**src/rtl/calc_sequencer.sv**
```systemverilog
// Calculator control core: switch sync/edge detect, BCD operands,
// iterative add/sub/mul/div engine and double-dabble conversion.
module calc_sequencer #(
    parameter int SYNC_STAGES = 2
) (
    input  logic       clk,
    input  logic       reset,
    input  logic [8:0] sw,
    output logic [3:0] digit1,
    output logic [3:0] digit2,
    output logic [3:0] digit3,
    output logic [3:0] digit4,
    output logic       dot,
    output logic       neg,
    output logic       err,
    output logic       busy
);

    typedef enum logic [2:0] {IDLE, LOAD, EXEC, CONV, DONE} state_t;
    typedef enum logic [1:0] {OP_ADD, OP_SUB, OP_MUL, OP_DIV} op_t;

    state_t state, nxt;
    op_t    op_r;

    logic [SYNC_STAGES-1:0][8:0] sync;
    logic [8:0]  prev, rise, pick;
    logic        accept, show_p, neg_p, err_p, exec_last, ge;
    logic [3:0]  a1, a0, b1, b0, cnt;
    logic [6:0]  av, bv, a_bin, b_bin, r, dv;
    logic [7:0]  sh;
    logic [13:0] res, mc;
    logic [6:0]  mp;
    logic [15:0] bcd;
    logic [14:0] adj;

    function automatic logic [3:0] inc(input logic [3:0] d);
        return (d == 4'd9) ? 4'd0 : d + 4'd1;
    endfunction

    // Add-3 correction for every nibble >= 5; the top bit shifts out.
    function automatic logic [14:0] dd_adj(input logic [15:0] v);
        logic [15:0] t;
        t = v;
        for (int i = 0; i < 4; i++)
            if (t[4*i +: 4] >= 4'd5) t[4*i +: 4] = t[4*i +: 4] + 4'd3;
        return t[14:0];
    endfunction

    assign rise = sync[SYNC_STAGES-1] & ~prev;
    assign accept = (state == IDLE) && (|rise);
    assign av = 7'(a1) * 7'd10 + 7'(a0);
    assign bv = 7'(b1) * 7'd10 + 7'(b0);
    assign sh = {r, res[6]};
    assign ge = (b_bin != 7'd0) && (sh >= {1'b0, b_bin});
    assign dv = 7'(sh - {1'b0, b_bin});
    assign adj = dd_adj(bcd);
    assign err_p = (op_r == OP_DIV) && (b_bin == 7'd0);
    assign exec_last = (op_r == OP_ADD) || (op_r == OP_SUB) || (cnt == 4'd6);

    always_comb begin
        pick = '0;
        for (int i = 0; i < 9; i++)
            if (rise[i]) begin
                pick = '0;
                pick[i] = 1'b1;
            end
    end

    always_ff @(posedge clk or negedge reset) begin
        if (!reset) begin
            sync <= '0;
            prev <= '0;
        end else begin
            sync[0] <= sw;
            for (int i = 1; i < SYNC_STAGES; i++) sync[i] <= sync[i-1];
            prev <= sync[SYNC_STAGES-1];
        end
    end

    always_ff @(posedge clk or negedge reset) begin
        if (!reset) state <= IDLE;
        else        state <= nxt;
    end

    always_comb begin
        nxt = state;
        unique case (state)
            IDLE:    if (accept && (|pick[4:1])) nxt = LOAD;
            LOAD:    nxt = EXEC;
            EXEC:    if (exec_last) nxt = CONV;
            CONV:    if (cnt == 4'd13) nxt = DONE;
            DONE:    nxt = IDLE;
            default: nxt = IDLE;
        endcase
    end

    always_ff @(posedge clk or negedge reset) begin
        if (!reset) begin
            {a1, a0, b1, b0} <= '0;
            op_r   <= OP_ADD;
            show_p <= 1'b0;
            neg_p  <= 1'b0;
            a_bin  <= '0;
            b_bin  <= '0;
            cnt    <= '0;
            res    <= '0;
            mc     <= '0;
            mp     <= '0;
            r      <= '0;
            bcd    <= '0;
        end else begin
            show_p <= 1'b0;
            if (accept) begin
                unique case (1'b1)
                    pick[8]: a1 <= inc(a1);
                    pick[7]: a0 <= inc(a0);
                    pick[6]: b1 <= inc(b1);
                    pick[5]: b0 <= inc(b0);
                    pick[4]: op_r <= OP_SUB;
                    pick[3]: op_r <= OP_DIV;
                    pick[2]: op_r <= OP_ADD;
                    pick[1]: op_r <= OP_MUL;
                    default: ;
                endcase
                show_p <= (|pick[8:5]) | pick[0];
            end
            unique case (state)
                LOAD: begin
                    a_bin <= av;
                    b_bin <= bv;
                    cnt   <= '0;
                    bcd   <= '0;
                    neg_p <= 1'b0;
                    mc    <= 14'(av);
                    mp    <= bv;
                    r     <= '0;
                    res   <= (op_r == OP_DIV) ? 14'(av) : 14'd0;
                end
                EXEC: begin
                    cnt <= exec_last ? 4'd0 : cnt + 4'd1;
                    unique case (op_r)
                        OP_ADD: res <= 14'(a_bin) + 14'(b_bin);
                        OP_SUB: begin
                            res <= (a_bin >= b_bin) ? 14'(a_bin - b_bin)
                                                    : 14'(b_bin - a_bin);
                            neg_p <= a_bin < b_bin;
                        end
                        OP_MUL: begin
                            if (mp[0]) res <= res + mc;
                            mc <= {mc[12:0], 1'b0};
                            mp <= {1'b0, mp[6:1]};
                        end
                        OP_DIV: begin
                            r   <= ge ? dv : sh[6:0];
                            res <= {res[13:7], res[5:0], ge};
                        end
                        default: ;
                    endcase
                end
                CONV: begin
                    cnt <= cnt + 4'd1;
                    bcd <= {adj, res[13]};
                    res <= {res[12:0], 1'b0};
                end
                default: ;
            endcase
        end
    end

    always_ff @(posedge clk or negedge reset) begin
        if (!reset) begin
            {digit1, digit2, digit3, digit4} <= '0;
            dot  <= 1'b1;
            neg  <= 1'b0;
            err  <= 1'b0;
            busy <= 1'b0;
        end else begin
            if (show_p) begin
                {digit1, digit2, digit3, digit4} <= {a1, a0, b1, b0};
                dot <= 1'b1;
                neg <= 1'b0;
                err <= 1'b0;
            end else if (state == DONE) begin
                {digit1, digit2, digit3, digit4} <= bcd;
                dot <= 1'b0;
                neg <= neg_p;
                err <= err_p;
            end
            if (state == LOAD)      busy <= 1'b1;
            else if (state == DONE) busy <= 1'b0;
        end
    end

endmodule

```
**config.mk**
```make
export PLATFORM = sky130hd
export DESIGN_NAME = calc_sequencer
export DESIGN_NICKNAME = d
export VERILOG_FILES = /design/src/rtl/calc_sequencer.sv
export SDC_FILE = /design/constraint.sdc
export NUM_CORES = 1
export LEC_CHECK = 0
export ABC_CLOCK_PERIOD_IN_PS = 7100
export BUFFER_PORTS_ARGS = -buffer_cell sky130_fd_sc_hd__clkbuf_2
export CORE_ASPECT_RATIO = 1.4
export CORE_MARGIN = 4
export CORE_UTILIZATION = 65
export DETAILED_ROUTE_END_ITERATION = 8
export PLACE_DENSITY = 0.89
export SLEW_MARGIN = 20
export SYNTH_ARGS = -nofsm -noshare
export SYNTH_HDL_FRONTEND = slang
export SYNTH_SLANG_ARGS = --single-unit
```
**constraint.sdc**
```tcl
create_clock -name clk -period 7.1 [get_ports clk]
set_clock_uncertainty 0.2 [all_clocks]
set_input_delay 0.355 -clock clk [delete_from_list [all_inputs] [get_ports clk]]
set_output_delay 0.355 -clock clk [all_outputs]
set_load 0.02 [all_outputs]
```
======== Word-level counts from Yosys, hierarchy flattened ========
Index checks and enable logic that the tools add are counted.
operators by class
  multiplexer cells ....................... 55
  $mul .................................... 2
  bitwise gates (word level) .............. 3
  reductions and logical operators ........ 30
  equal/unequal tests ..................... 21
  $lt $le $gt $ge ......................... 7
  $add $sub $neg .......................... 16
operators with widths
  kind                   number
  $mux W4                17
  $pmux W14 S4           1
  $mux W14               3
  $pmux W14 S3           1
  $mux W7                5
  $pmux W16 S2           1
  $pmux W14 S2           1
  $pmux W7 S2            2
  $add A4 B1 Y4 const B  5
  $eq A4 B4 Y1 const B   5
  $reduce_and A2 Y1      9
  $ge A4 B3 Y1 const B   4
  $sub A7 B7 Y8          2
  $mux W3                5
  $add A14 B14 Y14       1
  $add A7 B4 Y7          2
  $add A4 B2 Y4 const B  3
  $mul A4 B3 Y6 const B  2
  $pmux W3 S4            1
  $pmux W4 S3            1
  $mux W1                10
  $ne A2 B2 Y1 const B   5
  $and A9 B9 Y9          1
  $mux W9                1
  other kinds (34)       46
storage, ports and cells
  register bits ........................... 146
  output and inout bits ................... 20
  input bits .............................. 11
  word-level logic and storage cells ...... 162

======== Depth between registers and ports, before layout ========
  word-level depth ........................ 15
  gate-level depth with buffers ........... 12
  mapped depth without buffers ............ 11

======== Least setup slack after synthesis ========
Ideal clock, no wire load.
  kind .................................... register -> register
  from .................................... register b_bin[1]
  to ...................................... register res[2]
  slack ................................... 4.408 ns
  clock period less this slack ............ 2.692 ns
  arrival ................................. 2.410 ns
  setup time .............................. 0.082 ns
  data required time ...................... 6.818 ns
  buffers on the path ..................... 1
  stages on the path, launching flop included .. 11
  cell sequence ........................... dfrtp_1 > inv_1 > fa_1 > a21oi_2 > a21o_1 > and2_4 > buf_8 > mux2i_1 > or3_1 > a311o_1 > a31oi_1
on the way
  word-level cells in the longest chain between the ends .. 4
  elaborated cells on any way between the ends .. 7
  those cells by class .................... add/sub: 3; order compare: 1; mux: 3
RTL lines
  element                                line  source
  from (decl)                            29    logic [6:0] av, bv, a_bin, b_bin, r, dv;
  from (signal assigned)                 130   b_bin <= bv;
  $sub A7 B7 Y8 (tied with other cells)  145   : 14'(b_bin - a_bin);
  $mux W14                               144   res <= (a_bin >= b_bin) ? 14'(a_bin - b_bin)
  $pmux W14 S4 *                         141   unique case (op_r)
  $pmux W14 S3 *                         127   unique case (state)
  to (signal assigned)                   142   OP_ADD: res <= 14'(a_bin) + 14'(b_bin);
  to (signal assigned)                   144
  to (signal assigned)                   149   if (mp[0]) res <= res + mc;
  to (decl)                              31    logic [13:0] res, mc;
Mark *: on every way between the ends. The rest lies on a longest branch, timed or not.
A chain may end at the register's enable or synchronous reset.

======== Worst setup path in the final report ========
  from .................................... register state[0]
  to ...................................... register mp[2]
on the way
  word-level cells in the longest chain between the ends .. 3
  elaborated cells on any way between the ends .. 6
  those cells by class .................... eq/ne: 3; mux: 1; reduce/logical: 2
RTL lines
  element                                                              line  source
  from (decl)                                                          22    state_t state, nxt;
  from (signal assigned)                                               82    else state <= nxt;
  $eq A3 B2 Y1 / $eq A3 B1 Y1 (equally long branches)                  127
  $ne A2 B1 Y1 (no line) / $reduce_bool A2 Y1 (equally long branches)  n/a
  $reduce_and A2 Y1 (no line)                                          n/a
  to (signal assigned)                                                 135   mp <= bv;
  to (signal assigned)                                                 151   mp <= {1'b0, mp[6:1]};
  to (decl)                                                            32    logic [6:0] mp;
Several ways; a longest one is shown, not always the timed one.

==> out/qor.txt <==
==================================================================================================
Place WS                                                                                   3.64 ns
Total half-perimeter wirelength after legalization and detailed placement                 15400 um
Register area share after synthesis                                                          0.414
Row count                                                                                       50
Top cells by instance count after synthesis                                           sky130_fd_sc_hd__dfrtp_1 (145), sky130_fd_sc_hd__nand2_1 (131), sky130_fd_sc_hd__o21ai_0 (106)
Initial Utilization                                                                          0.662
End of the worst register-to-register path                                            mp[2]$_DFFE_PN0P_
Gates resized, CTS repair                                                                        0
Mean cell area of the mapped netlist                                                    9.25 sq um
Total track usage                                                                            0.327
Total power per unit cell area                                                         414 nW/um^2
CP endpoint                                                                           mp[2]$_DFFE_PN0P_
Gr ovfl total                                                                                    0
Ordered list of cells on the worst path                                               nand2b_1 -> nor2_1 -> a21oi_2 -> buf_4 -> mux2_2
Total Power                                                                              0.00403 W
Synth top area share                                                                         0.411
Reg2reg path depth                                                                               5
Worst setup path category                                                               reg -> reg
Buffer depth of the longest clock path                                                           2
First-pass detailed-route iteration total                                                        5
Nets                                                                                          1062
Number of placed I/O pins                                                                       31
CP arrival                                                                                 3.78 ns
Part of the cycle the worst path needs                                                       0.517
Class of the tightest hold or removal check                                             reg -> reg
Die outline width                                                                           106 um
First DRT Iteration DRCs                                                                       837
Post-synth net total                                                                          1038
Inserted Diodes                                                                                  0
Delay of the slowest cell on the worst path                                                1.02 ns
Maximum VDD drop                                                                          0.296 mV
Final Hold Vio Count                                                                             0
Global placer's final weighted congestion                                                    0.926
Initial antenna violation count                                                                  0
Startpoint type of the worst setup path                                                       flop
Total wire length after detailed routing                                                  24200 um
CORE AREA                                                                              13300 sq um
Via count of the first global-routing pass                                                    7635
Flip-flop and latch count after synthesis                                                      146
Vias per std cell                                                                             6.49
Setup TNS                                                                                     0 ns
Clock latency of the later-clocked register in the worst-skew pair                         0.43 ns
Worst path slowest cell                                                               sky130_fd_sc_hd__nor2_1
Wire length of the first global-routing pass                                              40000 um
Slew at the pin closest to its max-slew limit                                              1.09 ns
Number of buffers inserted by hold repair at cts                                                10
Mean routed wirelength per cell                                                            20.6 um
Layout Area Growth over Synthesis                                                            10.3%
Number of max-cap violations                                                                     0
Root buffer cell                                                                      sky130_fd_sc_hd__clkbuf_16
Required time of the critical path                                                         7.21 ns
Share of post-route cells with drive strength above 1                                       0.0878
Worst reg2reg setup slack                                                                  3.43 ns
Remaining max-slew budget at the tightest pin                                                0.271
Setup violation total in the final timing report                                                 0
Sort of element at the end of the critical path                                               flop
Total standard cell area after synthesis                                                8830 sq um
Tmin final                                                                                 3.67 ns
Unrepaired setup endpoints after global routing                                                 no
Cts bufs inserted                                                                               17
Maximum number of pins on one net before global-route repair                                    85
Quantity of I/O buffers inserted on ports                                                       30
Distinct cell type count after synthesis                                                        67
Leakage                                                                                    4.53 nW
Overall via count from detail_route                                                           7613
Clock transition time at the flip-flop clock pins of the worst setup and hold paths        0.07 ns
Critical path launch point                                                            state[0]$_DFFE_PN0P_
Worst Slack Setup Final                                                                    3.43 ns
Status                                                                                   completed
CTS tree                                                                                       yes
Crit-path max FO                                                                                24
Die area                                                                               15500 sq um
Yosys Warn Count                                                                                 0
Final routed DRC violation total                                                                 0
Clk sinks                                                                                      146
Die height                                                                                  146 um
Area leader, netlist                                                                  sky130_fd_sc_hd__dfrtp_1
Number of enable-type register cells in the synthesized netlist                                  0
Proportion of synthesized flip-flops having asynchronous set or reset                         1.00
R2R Path Start                                                                        state[0]$_DFFE_PN0P_
Cell with the most instances after synthesis                                          sky130_fd_sc_hd__dfrtp_1
Area contributors post-synth                                                          sky130_fd_sc_hd__dfrtp_1 (41%), sky130_fd_sc_hd__ha_1 (9.1%), sky130_fd_sc_hd__o21ai_0 (6.0%)
Number of H-tree levels                                                                          4
Antenna violation net count after detailed routing                                               0
Gate count of the mapped netlist                                                               954
Top_reg_cell synth                                                                    sky130_fd_sc_hd__dfrtp_1
Highest attainable clock frequency                                                         272 MHz
Post CTS Setup Buffer Count                                                                      0
Final max-slew violation count                                                                   0
==================================================================================================
-- power breakdown --
group / switching [W] / internal, W
clock: 0.000387 / 0.000467
sequential: 0.000270 / 0.00103
combinational: 0.00112 / 0.000762
total: 0.00178 / 0.00226
-- kinds of logic after synthesis --
kind of cell	Yosys count	share of synthesized area
DFF	146	0.414
adders and majority gates	73	0.111
xor gates and xnor gates	42	0.0417
muxes	42	0.0482
buffers and inverters	90	0.0417
AOI/OAI and AO/OA	269	0.189
and+or+nand+nor	292	0.154
-- placed cells by master (no fill, tap or decap), drive strengths merged, types with 6 or more instances in the layout --
cell type	instances
and2	7
a22o	10
nand2b	26
dfrtp	145
a31oi	17
a221oi	6
clkbuf	47
a21o	11
inv	56
ha	64
nor2	48
nor3	10
clkinv	6
dlygate4sd3	10
o21ai	110
o21a	8
mux2i	38
xnor2	27
xor2	15
fa	9
a21oi	55
nand3	22
o211ai	7
nor2b	23
o31ai	9
nand4	7
nand2	131
-- worst min-delay path by stage --
stage                            from                 end  slack (ns)  depth (start not counted)
floorplan                       reset   a0[0]$_DFFE_PN0P_       -0.14                          0
global placement    sync[3]$_DFF_PN0_  sync[12]$_DFF_PN0_        0.13                          0
detailed placement  sync[4]$_DFF_PN0_  sync[13]$_DFF_PN0_        0.14                          0
CTS                 sync[4]$_DFF_PN0_  sync[13]$_DFF_PN0_        0.15                          0
global route        sync[3]$_DFF_PN0_  sync[12]$_DFF_PN0_        0.16                          0
finish              sync[4]$_DFF_PN0_  sync[13]$_DFF_PN0_        0.15                          0
-- final cells by class --
class                   instances  area [sq um]
multi-input cells             718          4810
fillers                       846          3590
clock buffers                  18           439
flip-flops and latches        146          3650
well taps                     182           228
inverters                      51           191
repair buffers                 44           290
clock inverters                14           124
-- flip-flops by register name, indices dropped and copies added (netlist names), 7 cells and up --
signal / cells
sync: 18
bcd: 16
mc: 14
res: 14
prev: 9
a_bin: 7
b_bin: 7
mp: 7
r: 7
-- worst max-delay path: cells and delay by family, from the launching register on --
| family | cells | cell delay [ns] |
|---|---|---|
| buffers and inverters | 1 | 0.32 |
| multiplexers | 1 | 0.29 |
| AO/OA/AOI/OAI | 1 | 0.31 |
| flip-flops | 1 | 0.79 |
| AND/OR/NAND/NOR | 2 | 1.65 |
-- metal layers --
layer / GRT usage / share of wire / routed length (um) / up-vias
met1: 0.390 / 0.36 / 8640 / 3617
li1: - / - / - / 3397
met4: 0.196 / 0.062 / 1510 / 0
met3: 0.0573 / 0.076 / 1840 / 135
met5: 0 / 0 / 0 / -
met2: 0.548 / 0.50 / 12200 / 464
-- per-stage QoR --
step | utilization | area (sq um) | hold slack, ns | instances
final | 0.731 | 9740 | 0.151 | 1173
after global routing | 0.731 | 9740 | 0.161 | 1173
after CTS | 0.730 | 9730 | 0.153 | 1173
after detailed placement | 0.681 | 9070 | 0.136 | 1131
after global placement | 0.681 | 9070 | 0.132 | 1131
after floorplan | - | 8830 | -0.141 | 954
Power figures use the tool's default switching activity.
